$ cat config.mk
export PLATFORM = sky130hd
export DESIGN_NAME = seven_segment_scan
export DESIGN_NICKNAME = d
export VERILOG_FILES = /design/src/rtl/seven_segment_scan.sv
export SDC_FILE = /design/constraint.sdc
export NUM_CORES = 1
export LEC_CHECK = 0
export CAP_MARGIN = 5
export CORE_ASPECT_RATIO = 0.6
export CORE_MARGIN = 2
export CORE_UTILIZATION = 42
export CTS_CLUSTER_DIAMETER = 40
export DETAILED_ROUTE_END_ITERATION = 8
export PLACE_DENSITY = 0.74
export SETUP_SLACK_MARGIN = 0.2
export SYNTH_ARGS = -nofsm -noshare
export SYNTH_HDL_FRONTEND = slang
export SYNTH_SLANG_ARGS = --single-unit
$ cat constraint.sdc
create_clock -name clk -period 4.4 [get_ports clk]
set_input_delay 0.44 -clock clk [delete_from_list [all_inputs] [get_ports clk]]
set_output_delay 0.44 -clock clk [all_outputs]
set_load 0.005 [all_outputs]
$ cat src/rtl/seven_segment_scan.sv
// Time-multiplexed scanner for a 4-digit common-anode seven-segment display.
// Picks one nibble per refresh slot for the downstream seven_segment decoder
// and drives the active-low anode and decimal-point pins directly. Inputs are
// captured once per frame so a digit never changes value mid-frame.
// No handshakes here: inputs are level signals sampled only at the frame
// boundary, and outputs are plain registered-state decodes with no valid/ready.
module seven_segment_scan #(
  parameter int REFRESH_DIV = 100000,
  parameter int LZ_BLANK    = 0
) (
  input  logic        clk,
  input  logic        rst_n,
  input  logic [15:0] data_in,
  input  logic [3:0]  blank_in,
  input  logic [3:0]  dp_in,
  output logic [3:0]  digit_data,
  output logic [3:0]  anode,
  output logic        dp_n,
  output logic        frame_start
);

  localparam int              CNT_W   = $clog2(REFRESH_DIV);
  localparam logic [CNT_W-1:0] CNT_MAX = CNT_W'(REFRESH_DIV - 1);

  logic [CNT_W-1:0] cnt_q, cnt_d;
  logic [1:0]       sel_q, sel_d;
  logic [15:0]      data_q;
  logic [3:0]       blank_q;
  logic [3:0]       dp_q;
  logic             tick;
  logic             snap;
  logic [3:0]       lz;
  logic [3:0]       eff_blank;
  logic             cur_blank;

  // Slot timing: tick ends a digit slot; the last slot of a frame also snapshots.
  always_comb begin
    tick = (cnt_q == CNT_MAX);
    snap = tick && (sel_q == 2'd3);
  end

  // Next-state: counter wraps at the end of a slot, digit select advances on tick.
  always_comb begin
    cnt_d = tick ? '0 : cnt_q + CNT_W'(1);
    sel_d = tick ? sel_q + 2'd1 : sel_q;
  end

  // State register; the snapshot loads on the same edge that returns to digit 0.
  always_ff @(posedge clk or negedge rst_n) begin
    if (!rst_n) begin
      cnt_q   <= '0;
      sel_q   <= 2'd0;
      data_q  <= 16'h0000;
      blank_q <= 4'h0;
      dp_q    <= 4'h0;
    end else begin
      cnt_q <= cnt_d;
      sel_q <= sel_d;
      if (snap) begin
        data_q  <= data_in;
        blank_q <= blank_in;
        dp_q    <= dp_in;
      end
    end
  end

  // Leading-zero suppression: a digit is dark when it and every higher nibble are zero.
  always_comb begin
    lz = 4'b0000;
    if (LZ_BLANK != 0) begin
      lz[3] = (data_q[15:12] == 4'h0);
      lz[2] = (data_q[15:8]  == 8'h00);
      lz[1] = (data_q[15:4]  == 12'h000);
    end
    eff_blank = blank_q | lz;
  end

  // Output decode from registered state only; nibble is driven even when blanked.
  always_comb begin
    digit_data = 4'h0;
    case (sel_q)
      2'd0: digit_data = data_q[3:0];
      2'd1: digit_data = data_q[7:4];
      2'd2: digit_data = data_q[11:8];
      2'd3: digit_data = data_q[15:12];
      default: digit_data = 4'h0;
    endcase
    cur_blank   = eff_blank[sel_q];
    anode       = cur_blank ? 4'b1111 : ~(4'b0001 << sel_q);
    dp_n        = ~(dp_q[sel_q] & ~cur_blank);
    frame_start = snap;
  end

endmodule

Word-level counts from Yosys, hierarchy flattened. Index checks and enable logic that the tools add are counted.

Bits of input ports: 26. Register bits: 43. Output and inout bits: 10. Word-level logic and storage cells: 26.

Bitwise operators: 4. $add $sub $neg: 2. Reductions and logical operators: 2. Mux-type cells: 7. Equality and inequality tests: 4. Shift-type cells: 1. Order comparisons: 1.

Operator list (number): $add 17x1->17 const B (1); $eq 17x17->1 const B (1); $mux 17 (1); $pmux 4 s4 (1); $bmux 1 s2 (2); $eq 2x2->1 const B (2); $mux 4 (1); $not 4->4 (1); $shl 1x2->4 const A (1); $lt 2x3->1 const B (1); $add 2x1->2 const B (1); $eq 2x1->1 const B (1); $logic_not 2->1 (1); $mux 1 (2); $not 1->1 (2); $and 1x1->1 (1); $logic_and 1x1->1 (1).

Logic depth before layout (Yosys ltp).
Depth in word-level cells: 5. Gate-level depth with buffers: 6. Mapped depth without buffers: 5.

Worst setup path after synthesis. Ideal clock, no wire load.

Path type: register to register. Start point: register cnt_q[0]. End point: register blank_q[0]. Path buffers: 1. Setup time: 0.125 ns. Arrival: 1.828 ns. Stages on the path, launching flop included: 7. Clock period less this slack: 1.953 ns. Setup slack: 2.447 ns. Data required time: 4.275 ns. Cell sequence: dfrtp_1 > ha_1 > nand4_1 > nor4_4 > nand2_2 > buf_6 > mux2_4.

Cells in the longest elaborated chain, start to end: 2.

RTL lines: from (decl) (RTL line 25) `logic [CNT_W-1:0] cnt_q, cnt_d;`; from (signal assigned) (RTL line 57) `cnt_q <= cnt_d;`; $eq 17x17->1 (RTL line 38) `tick = (cnt_q == CNT_MAX);`; $logic_and 1x1->1 (RTL line 39) `snap = tick && (sel_q == 2'd3);`; to (signal assigned) (RTL line 61) `blank_q <= blank_in;`; to (decl) (RTL line 28) `logic [3:0] blank_q;`.

No other way between the ends. A chain may end at the register's enable or synchronous reset.

Final worst setup path.
Start point: register cnt_q[0]. End point: register dp_q[1].

Cells in the longest elaborated chain, start to end: 2.

RTL lines: $eq 17x17->1 (RTL line 38); $logic_and 1x1->1 (RTL line 39); to (signal assigned) (RTL line 62) `dp_q <= dp_in;`; to (decl) (RTL line 29) `logic [3:0] dp_q;`.

No other way between the ends.

==> results.py <==
metrics = {
    "yosys": {
        "synth-seq-cells": 43,
        "synth-edff-count": 0,
        "synth_xor_area_share_pct": 5.40,
        "yosys.area.top_type_share_pct": 51.1,
        "synth_flop_cell": "dfrtp_1",
        "synth-simple-area-share_pct": 13.1,
        "synth_top_family_by_area": "multiplexers",
        "avgSynthCellArea_um2": 13.2,
        "yosys.cell_count.top_type": "dfrtp_1",
        "synth_top_cells_by_area": "dfrtp_1 (51%), mux2_4 (14%), xnor2_1 (4.2%), ha_1 (3.6%), mux2_2 (2.1%)",
        "ys_types": 33,
        "synth_top_cell_by_area": "dfrtp_1",
        "synth_common_cells": "dfrtp_1 (43), mux2_4 (20), xnor2_1 (10), nand2_1 (8)",
        "synthCells": 160,
        "synth-compound-area-share_pct": 3.80,
        "syn_nets": 192,
        "async_reset_ff_share_pct": 100,
        "synth-adder-area-share_pct": 3.56,
        "yosysWarnings": 0,
        "synthMuxAreaShare_pct": 20.4,
        "syn-cell-area_um2": 2110,
        "ys_seq_area_share_pct": 51.1,
    },
    "timing": {
        "finalClockSkew_ps": 8.96,
        "maxSlewHeadroom_pct": 37.5,
        "finalCriticalPeriod_ps": 2890,
        "slew_violations": 0,
        "finalCritPeriodShare_pct": 65.6,
        "fin_ws_ps": 1510,
        "worst_pin_slew_ps": 937,
        "rsz0062_at_grt": "no",
        "final-setup-viol-count": 0,
        "finalSetupTns_ps": 0,
        "hold_violations": 0,
        "timing.fmax_ghz": 0.346,
    },
    "route": {
        "drc": 0,
        "viasPerCell": 5.02,
        "wire_per_inst_um": 15.2,
        "drt_first_pass_iters": 4,
        "vias": 1314,
        "drt_iter0_markers": 74,
        "drtAntennaViolNets": 0,
        "routed_wl_um": 3990,
    },
    "floorplan": {
        "die_w_um": 95.4,
        "row_count": 19,
        "dieArea_um2": 5620,
        "dieHeight_um": 58.9,
        "coreArea_um2": 4710,
        "io_pins": 36,
        "initial_core_util_pct": 44.8,
    },
    "final_layout": {
        "fin_cells": 262,
        "fill_cells": 403,
        "syn_to_final_growth_pct": 24.1,
        "multi_input_area_um2": 975,
        "fin_util_pct": 55.5,
        "seq_area_um2": 1080,
        "drive_above_1_share_pct": 19.1,
        "num_antenna_cells": 0,
        "fin_nets": 230,
    },
    "cts": {
        "numCtsBuffers": 5,
        "cts-resized-gates": 0,
        "cts.sinks": 43,
        "h-tree-depth": 2,
        "clk_pin_slew_ps": 90,
        "cts_tree": "built",
        "clockBufferDepth": 2,
        "cts_hold_buf": 0,
        "clk_latency_ps": 300,
        "cts_root_buf": "clkbuf_8",
        "postCtsSetupBuffers": 0,
    },
    "grt": {
        "grt_pass1_vias": 1355,
        "antenna_found_initial": 0,
        "grt_use_total_pct": 15.8,
        "grt_max_degree": 44,
        "grt_pass1_wl_um": 6610,
        "overflow": 0,
    },
    "critical_path": {
        "max_stage_delay_ps": 750,
        "crit_buf_inv": 0,
        "crit_path_top_delay_cell": "nor4_4",
        "critPathLaunchType": "flop",
        "worst_ep_required_time_ps": 4580,
        "cp_max_fo": 24,
        "cp_cell_sequence": "ha_1 > nand4_1 > nor4_4 > nand2_2 > mux2_4",
        "path_class": "flop to flop",
        "arrival_ps": 3070,
        "cp_top_family": "simple AND/OR/NAND/NOR gates",
        "end_kind": "flop",
    },
    "placement": {
        "dp_cells": 254,
        "place_congestion": 0.833,
        "dp_slack_ps": 1530,
        "io_buffers": 35,
        "dp_hpwl_um": 2900,
    },
    "run": {
        "max-cap-violations": 0,
    },
    "worst_hold_path": {
        "min_path_type": "primary input to async pin",
    },
    "power_and_ir_drop": {
        "powerDensity_nw_per_um2": 295,
        "vdd_drop_max_uv": 149,
        "power_mw": 0.772,
        "leakage_nw": 1.16,
    },
    "run_status": {
        "status": "finished clean",
    },
}
registers in the layout (all words and copies together), names as in the netlist:
| name | cells |
|---|---|
| dp_q | 4 |
| sel_q | 2 |
| cnt_q | 17 |
| blank_q | 4 |
| data_q | 16 |
metrics by stage:
step / hold WS, ps / cell area [um2]
floorplan: 144 / 2110
global placement: 469 / 2500
detailed placement: 482 / 2500
CTS: 312 / 2610
global route: 356 / 2610
finish: 284 / 2610
power breakdown:
part	switching [mW]	internal, mW
Combinational	0.0172	0.0396
Clock	0.134	0.169
Sequential	0.00651	0.406
Total	0.157	0.615
final timing paths:
kind,from,endpoint,slack (ps),depth (start not counted)
worst max-delay path,cnt_q[0],dp_q[1],1510,5
worst min register to register,cnt_q[0],cnt_q[0],500,1
min in group clk,cnt_q[0],cnt_q[0],500,1
max in group asynchronous,rst_n,cnt_q[6],3530,1
worst max register to register,cnt_q[0],dp_q[1],1510,5
worst min-delay path,rst_n,data_q[12],280,1
cell families after synthesis:
logic type / after synthesis
mux: 30
fa+ha+maj: 6
buf+inv: 11
compound gates: 11
xor+xnor: 13
simple gates: 46
flops: 43
final cells by class:
type	count	area share [%]
Clock buffer	5	2.63
Clock inverter	3	1.68
Inverter	7	1.01
Multi-Input combinational cell	106	37.3
Sequential cell	43	41.2
Tap cell	63	3.02
Timing Repair Buffer	35	13.2
cells in the final DEF, fill, tap and decap left out, types with 5 or more instances in the layout:
cell type and instances:
nand2b_1 5, nor2_1 7, dfrtp_1 43, ha_1 6, mux2_4 20, inv_1 7
xnor2_1 10, nand2_1 8, nand3_1 6, clkdlybuf4s50_1 34, clkbuf_8 5
layer usage:
metal	vias to the layer above	track usage, %	share of wire [%]	wire length (um)
li1	649	-	-	-
met1	623	25.8	56	2230
met2	36	19.2	37	1490
met3	6	4.74	5.5	219
met4	0	5.71	1.2	48
met5	-	0	0	0
No activity file was read; power rests on OpenSTA's default activity.
